### src/rtl/sha1_digest_serializer_if.sv
// Digest-in / word-stream-out bundle for sha1_digest_serializer.
// The slave side is the serializer; the master side is the digest producer plus stream consumer.
interface sha1_digest_serializer_if;
    logic         o_tready;
    logic         i_tvalid;
    logic [159:0] i_tdata;
    logic         i_out_tready;
    logic         o_out_tvalid;
    logic [31:0]  o_out_tdata;
    logic [3:0]   o_out_tkeep;
    logic         o_out_tlast;
    logic [15:0]  o_digest_count;

    modport slave (
        input  i_tvalid, i_tdata, i_out_tready,
        output o_tready, o_out_tvalid, o_out_tdata, o_out_tkeep, o_out_tlast, o_digest_count
    );

    modport master (
        output i_tvalid, i_tdata, i_out_tready,
        input  o_tready, o_out_tvalid, o_out_tdata, o_out_tkeep, o_out_tlast, o_digest_count
    );
endinterface

### src/rtl/sha1_digest_serializer.sv
// Buffers 160-bit SHA-1 digests in a small FIFO and streams each one out as five
// 32-bit AXI-Stream beats (A first), counting fully delivered digests.
module sha1_digest_serializer #(
    parameter int unsigned DEPTH = 2
) (
    input  logic                     clk,
    input  logic                     reset,
    sha1_digest_serializer_if.slave  bus
);
    localparam int unsigned AW       = (DEPTH > 1) ? $clog2(DEPTH) : 1;
    localparam logic [AW:0] CNT_FULL = (AW + 1)'(DEPTH);

    typedef enum logic {
        S_IDLE,
        S_SEND
    } state_e;

    state_e        state_q, state_d;
    logic [159:0]  mem_q [DEPTH];
    logic [AW-1:0] wr_ptr_q, wr_ptr_d;
    logic [AW-1:0] rd_ptr_q, rd_ptr_d;
    logic [AW:0]   cnt_q, cnt_d;
    logic [159:0]  shreg_q, shreg_d;
    logic [2:0]    beat_q, beat_d;
    logic          tvalid_q, tvalid_d;
    logic          tlast_q, tlast_d;
    logic [15:0]   digest_cnt_q, digest_cnt_d;
    logic          push;
    logic          pop;
    logic          fifo_empty;

    assign fifo_empty   = (cnt_q == '0);
    // Ready looks only at the registered occupancy, so a same-cycle pop never reopens a full FIFO.
    assign bus.o_tready = !reset && (cnt_q != CNT_FULL);
    assign push         = bus.i_tvalid && bus.o_tready;

    always_comb begin
        state_d      = state_q;
        shreg_d      = shreg_q;
        beat_d       = beat_q;
        digest_cnt_d = digest_cnt_q;
        pop          = 1'b0;
        case (state_q)
            S_IDLE: begin
                if (!fifo_empty) begin
                    pop     = 1'b1;
                    shreg_d = mem_q[rd_ptr_q];
                    beat_d  = '0;
                    state_d = S_SEND;
                end
            end
            S_SEND: begin
                if (bus.i_out_tready) begin
                    if (beat_q == 3'd4) begin
                        digest_cnt_d = digest_cnt_q + 16'd1;
                        beat_d       = '0;
                        // Reload straight from the FIFO so consecutive packets have no idle beat.
                        if (!fifo_empty) begin
                            pop     = 1'b1;
                            shreg_d = mem_q[rd_ptr_q];
                        end else begin
                            shreg_d = '0;
                            state_d = S_IDLE;
                        end
                    end else begin
                        shreg_d = {shreg_q[127:0], 32'h0000_0000};
                        beat_d  = beat_q + 3'd1;
                    end
                end
            end
            default: state_d = S_IDLE;
        endcase
        tvalid_d = (state_d == S_SEND);
        tlast_d  = tvalid_d && (beat_d == 3'd4);
    end

    always_comb begin
        wr_ptr_d = wr_ptr_q;
        rd_ptr_d = rd_ptr_q;
        cnt_d    = cnt_q;
        if (push) begin
            wr_ptr_d = wr_ptr_q + AW'(1);
        end
        if (pop) begin
            rd_ptr_d = rd_ptr_q + AW'(1);
        end
        if (push && !pop) begin
            cnt_d = cnt_q + (AW + 1)'(1);
        end else if (!push && pop) begin
            cnt_d = cnt_q - (AW + 1)'(1);
        end
    end

    always_ff @(posedge clk) begin
        if (reset) begin
            state_q      <= S_IDLE;
            wr_ptr_q     <= '0;
            rd_ptr_q     <= '0;
            cnt_q        <= '0;
            shreg_q      <= '0;
            beat_q       <= '0;
            tvalid_q     <= 1'b0;
            tlast_q      <= 1'b0;
            digest_cnt_q <= '0;
        end else begin
            state_q      <= state_d;
            wr_ptr_q     <= wr_ptr_d;
            rd_ptr_q     <= rd_ptr_d;
            cnt_q        <= cnt_d;
            shreg_q      <= shreg_d;
            beat_q       <= beat_d;
            tvalid_q     <= tvalid_d;
            tlast_q      <= tlast_d;
            digest_cnt_q <= digest_cnt_d;
        end
    end

    always_ff @(posedge clk) begin
        if (push) begin
            mem_q[wr_ptr_q] <= bus.i_tdata;
        end
    end

    assign bus.o_out_tvalid   = tvalid_q;
    assign bus.o_out_tdata    = shreg_q[159:128];
    assign bus.o_out_tkeep    = {4{tvalid_q}};
    assign bus.o_out_tlast    = tlast_q;
    assign bus.o_digest_count = digest_cnt_q;
endmodule
### src/flat_wrapper.sv
// flat-port wrapper written by rule: the top's interface ports become plain ports
module sha1_digest_serializer_flat 
#(
    parameter int unsigned DEPTH = 2
)
  (clk, reset, bus_i_tvalid, bus_i_tdata, bus_i_out_tready, bus_o_tready, bus_o_out_tvalid, bus_o_out_tdata, bus_o_out_tkeep, bus_o_out_tlast, bus_o_digest_count);
  sha1_digest_serializer_if bus_i ();
  input  logic clk;
  input  logic reset;
  input wire logic [$bits(bus_i.i_tvalid)-1:0] bus_i_tvalid;
  input wire logic [$bits(bus_i.i_tdata)-1:0] bus_i_tdata;
  input wire logic [$bits(bus_i.i_out_tready)-1:0] bus_i_out_tready;
  output wire logic [$bits(bus_i.o_tready)-1:0] bus_o_tready;
  output wire logic [$bits(bus_i.o_out_tvalid)-1:0] bus_o_out_tvalid;
  output wire logic [$bits(bus_i.o_out_tdata)-1:0] bus_o_out_tdata;
  output wire logic [$bits(bus_i.o_out_tkeep)-1:0] bus_o_out_tkeep;
  output wire logic [$bits(bus_i.o_out_tlast)-1:0] bus_o_out_tlast;
  output wire logic [$bits(bus_i.o_digest_count)-1:0] bus_o_digest_count;
  assign bus_i.i_tvalid = bus_i_tvalid;
  assign bus_i.i_tdata = bus_i_tdata;
  assign bus_i.i_out_tready = bus_i_out_tready;
  assign bus_o_tready = bus_i.o_tready;
  assign bus_o_out_tvalid = bus_i.o_out_tvalid;
  assign bus_o_out_tdata = bus_i.o_out_tdata;
  assign bus_o_out_tkeep = bus_i.o_out_tkeep;
  assign bus_o_out_tlast = bus_i.o_out_tlast;
  assign bus_o_digest_count = bus_i.o_digest_count;
  sha1_digest_serializer #(.DEPTH(DEPTH)) u_core (.clk(clk), .reset(reset), .bus(bus_i));
endmodule
### config.mk
export PLATFORM = sky130hd
export DESIGN_NAME = sha1_digest_serializer_flat
export DESIGN_NICKNAME = d
export VERILOG_FILES = /design/src/rtl/sha1_digest_serializer_if.sv /design/src/rtl/sha1_digest_serializer.sv /design/src/flat_wrapper.sv
export SDC_FILE = /design/constraint.sdc
export NUM_CORES = 1
export LEC_CHECK = 0
export BUFFER_PORTS_ARGS = -buffer_cell sky130_fd_sc_hd__buf_2
export CORE_MARGIN = 10
export CORE_UTILIZATION = 54
export DETAILED_ROUTE_END_ITERATION = 16
export PLACE_DENSITY = 0.75
export SYNTH_ARGS = -nofsm -noshare
export SYNTH_HDL_FRONTEND = slang
export SYNTH_SLANG_ARGS = --single-unit
### constraint.sdc
create_clock -name clk -period 14.8 [get_ports clk]
set_input_delay 4.44 -clock clk [delete_from_list [all_inputs] [get_ports clk]]
set_output_delay 4.44 -clock clk [all_outputs]
set_load 0.005 [all_outputs]
Word-level counts from Yosys, hierarchy flattened
Memories as Yosys holds them, arrays and structs flattened. A register that Yosys moved wholly into a read port is not among the register bits.
Index checks and enable logic that the tools add are counted.
Word-level totals
  register bits after elaboration: 185
  bits in latches: 0
  memory bits (writable): 320
  memory bits (read-only): 0
  input port bits: 164
  logic and storage cells: 55
  memories: 1
Memories
  u_core.mem_q: depth 2, bits a word 160, rd ports 1, clocked after Yosys merged registers in 1, wr ports 1, line sha1_digest_serializer.sv:19  | logic [159:0] mem_q [DEPTH];
Operators by class
  add/sub/neg operators: 6
  multiply operators: 0
  div/mod/pow operators: 0
  order comparisons: 0
  eq/ne operators: 5
  shifts and indexed selects: 0
  mux-type cells: 22
  bitwise operators: 1
  reduce and logical (&&, ||, !) cells: 12
Operators with widths (count)
  two-way mux 160 bit: 4
  one-hot mux 160 bit (2 select lines): 1
  adder 16 x 1 -> 16 bit (second input constant): 1
  two-way mux 1 bit: 9
  two-way mux 3 bit: 3
  == test 3 bit (second input constant): 2
  != test 2 bit (second input constant): 3
  one-hot mux 3 bit (2 select lines): 1
  logical AND 1 bit: 5
  two-way mux 2 bit: 2
  one-hot mux 1 bit (2 select lines): 2
  adder 3 x 1 -> 3 bit (second input constant): 1
  zero test 1 bit: 3
  AND reduction 3 bit: 1
  adder 1 bit (second input constant): 2
  adder 2 x 1 -> 2 bit (second input constant): 1
  zero test 2 bit: 1
  AND reduction 2 bit: 1
  nonzero test 2 bit: 1
  subtractor 2 x 1 -> 2 bit (second input constant): 1
  NOT 1 bit: 1

Longest topological paths before layout
  depth in word-level cells: 8
  gate-level depth with buffers: 11

Least setup slack after synthesis
Ideal clock, no wire load.
  path type: input to register
  start: input reset
  end: memory u_core.mem_q[0][0], enable pin
  setup time: 0.701 ns
  data arrival time: 12.071 ns
  path slack: 2.028 ns
  cell stages on the path: 3
  path buffers: 1
  path through: clkbuf_1 a211oi_1 nor2b_1
Between the ends
  cells in the longest elaborated chain, start to end: 5
Ends and longest elaborated chain
  start, declared: line flat_wrapper.sv:9  | input logic reset;
  zero test 1 bit: line sha1_digest_serializer.sv:34  | assign bus.o_tready = !reset && (cnt_q != CNT_FULL);
  logical AND 1 bit: line sha1_digest_serializer.sv:34
  logical AND 1 bit: line sha1_digest_serializer.sv:35  | assign push = bus.i_tvalid && bus.o_tready;
  two-way mux 1 bit: line sha1_digest_serializer.sv:119  | if (push) begin
  two-way mux 1 bit (not written as such): line sha1_digest_serializer.sv:120  | mem_q[wr_ptr_q] <= bus.i_tdata;
  end, declared: line sha1_digest_serializer.sv:19
No other way between the ends.

Final worst setup path
  start: input reset
  end: output bus_o_tready
Between the ends
  cells in the longest elaborated chain, start to end: 2
Ends and longest elaborated chain
  zero test 1 bit: line sha1_digest_serializer.sv:34
  logical AND 1 bit: line sha1_digest_serializer.sv:34
  end, declared: line flat_wrapper.sv:13  | output wire logic [$bits(bus_i.o_tready)-1:0] bus_o_tready;
No other way between the ends.

==> run summary <==
htree depth = 2
area of the multi-input gates = 0.00524 mm²
Synth top area share = 0.500
Initial Util = 0.543
GP Congestion = 0.735
RSZ-0062 raised after global routing = no
Fill cells = 2720
count leader, synth = edfxtp_1
DRC = 0
Rows = 69
critical path required time = 10360 ps
Post-synth EDFFs = 320
status = finished clean
die height = 209 µm
routed wire length = 43.3 mm
GRT Util Overall = 0.192
pwr dens = 192 mW/mm²
Post-CTS Setup Inserts = 0
first-pass GRT wire length = 67.6 mm
total grt overflow = 0
P_leak = 7.70 nW
#FFs+latches synth = 506
vias in the first global route = 11.8k
total CTS buffers = 49
detailed-route via count = 11.8k
Synth top cells by count = edfxtp_1 (320), dfxtp_1 (186), mux2_2 (161)
syn_nets = 1609
Fmax = 103 MHz
area of the core = 0.0354 mm²
DR pass1 iterations = 5
final core occ = 0.622
worst slew pin tran = 1050 ps
CP Launch Type = primary input
Seq/Total Area, Yosys = 0.693
hold crit path type = register to register
drt first-iter violations = 964
min Tclk post-route = 9730 ps
Yosys Warn Count = 0
Reg clk slew, reported paths = 60 ps
asr flop ratio synth = 0
total negative slack = 0 ps
Max Cap Viol = 0
Inst Count DP = 1992
Post-DP HPWL = 25.9 mm
Non-Filler Instances = 2088
CTS tree = yes
area delta synth->final = 14.4%
Final Cycle Share = 0.658
Clock Path Buffers = 3
# hold bufs at CTS = 0
drt wl/cell = 20.7 µm
register area = 0.0133 mm²
pre-CTS WS = 5040 ps
die width = 209 µm
Detail Route Antenna Nets = 0
Post-CTS Resized = 0
CP endpoint kind = primary output
Final WS setup = 5070 ps
post-synthesis area per instance = 13.3 µm²
mapped cell area = 0.0192 mm²
vias per inst = 5.67
Crit Path Class = primary input to primary output
worst skew pair latency = 570 ps
clock sink count = 506
Synth Flop Type = edfxtp_1
Setup Skew = 16.0 ps
number of distinct library cells after synthesis = 38
largest fanout on the critical path = 97
fraction of layout cells with a size suffix above 1 = 0.296
number of port buffers = 218
Yosys top cell by area = edfxtp_1
Setup Viol. Count Final = 0
ranking of synthesized cells by area = edfxtp_1 (50%), dfxtp_1 (19%), mux2_2 (9.4%), nand2_1 (2.8%), a221oi_1 (2.8%)
Die Area = 0.0436 mm²
I/O Pins = 219
Hold Slack = 480 ps
Nets = 1750
Root Buffer = clkbuf_16
Worst Path Arrival = 5290 ps
Peak VDD IR = 150 µV
synthesized instance count = 1441
initial antenna violation count = 4
largest net degree at the start of global routing = 161
Max Slew Vio Count = 0
Final Hold Vio Count = 0
Slew HR = 0.298
-- critical path, cell delays in order --
cell     delay (ps)
buf_6           570
a21oi_1         100
buf_2           170
-- worst paths after layout --
check,startpoint,end,slack (ps),depth (start not counted)
max reg2reg,u_core.state_q,u_core.shreg_q[46],11420,5
min reg2reg,u_core.shreg_q[43],u_core.shreg_q[43],480,2
max,reset,bus_o_tready,5070,3
min,u_core.shreg_q[43],u_core.shreg_q[43],480,2
-- through the flow --
stage,cell area (µm²),power [mW]
6_report,22000,4.22
5_1_grt,22000,4.44
4_1_cts,22000,4.25
3_5_place_dp,20400,3.04
3_3_place_gp,20400,3.00
2_1_floorplan,19200,2.75
-- layout make-up --
cell class,instances,share of cell area
sequential,506,0.606
multi-input combinational,785,0.238
clock buffer,73,0.0668
timing repair buffer,231,0.0549
tap,461,0.0262
clock inverter,19,0.00574
inverter,9,0.00154
antenna,4,0.000455
-- placed cells by master (no fill, tap or decap), types with 12 or more instances in the layout --
| cell type | Yosys | final |
|---|---|---|
| a22oi_1 | 32 | 32 |
| edfxtp_1 | 320 | 320 |
| clkbuf_16 | 0 | 52 |
| nand3_1 | 73 | 73 |
| a221oi_1 | 61 | 61 |
| buf_2 | 23 | 217 |
| mux2_2 | 161 | 161 |
| nor3_1 | 65 | 65 |
| clkbuf_1 | 74 | 12 |
| buf_4 | 36 | 12 |
| a31oi_1 | 68 | 68 |
| dfxtp_1 | 186 | 185 |
| nor2_1 | 113 | 113 |
| nand2_1 | 145 | 145 |
-- state kept, by name, indices dropped and copies added (netlist names), named ones only --
register                   flops
u_core.mem_q                 320
u_core.bus.o_out_tlast         1
u_core.rd_ptr_q                1
u_core.beat_q                  3
u_core.shreg_q               160
u_core.wr_ptr_q                1
u_core.state_q                 1
u_core.bus.o_digest_count     16
u_core.cnt_q                   2
-- cells by family after synthesis --
logic type | count (synthesis) | share of synthesized area
AOI/OAI and AO/OA | 186 | 0.0696
DFF | 506 | 0.693
buffers and inverters | 150 | 0.0379
muxes | 161 | 0.0942
xor gates and xnor gates | 14 | 0.00637
adders and majority gates | 4 | 0.00260
and+or+nand+nor | 420 | 0.0963
-- power by group --
group          switching, mW  total, mW  leakage [nW]  internal [mW]
clock network          0.507       1.21         0.786          0.705
logic                  0.709       1.12          2.46          0.415
registers              0.141       1.88          4.46           1.74
-- layer usage --
layer	vias up	part of all wire	track usage
met2	425	0.45	0.280
met3	46	0.075	0.0413
met4	2	0.019	0.0623
met5	-	0.00016	0
met1	5756	0.45	0.280
li1	5607	-	-
Power figures use the tool's default switching activity.
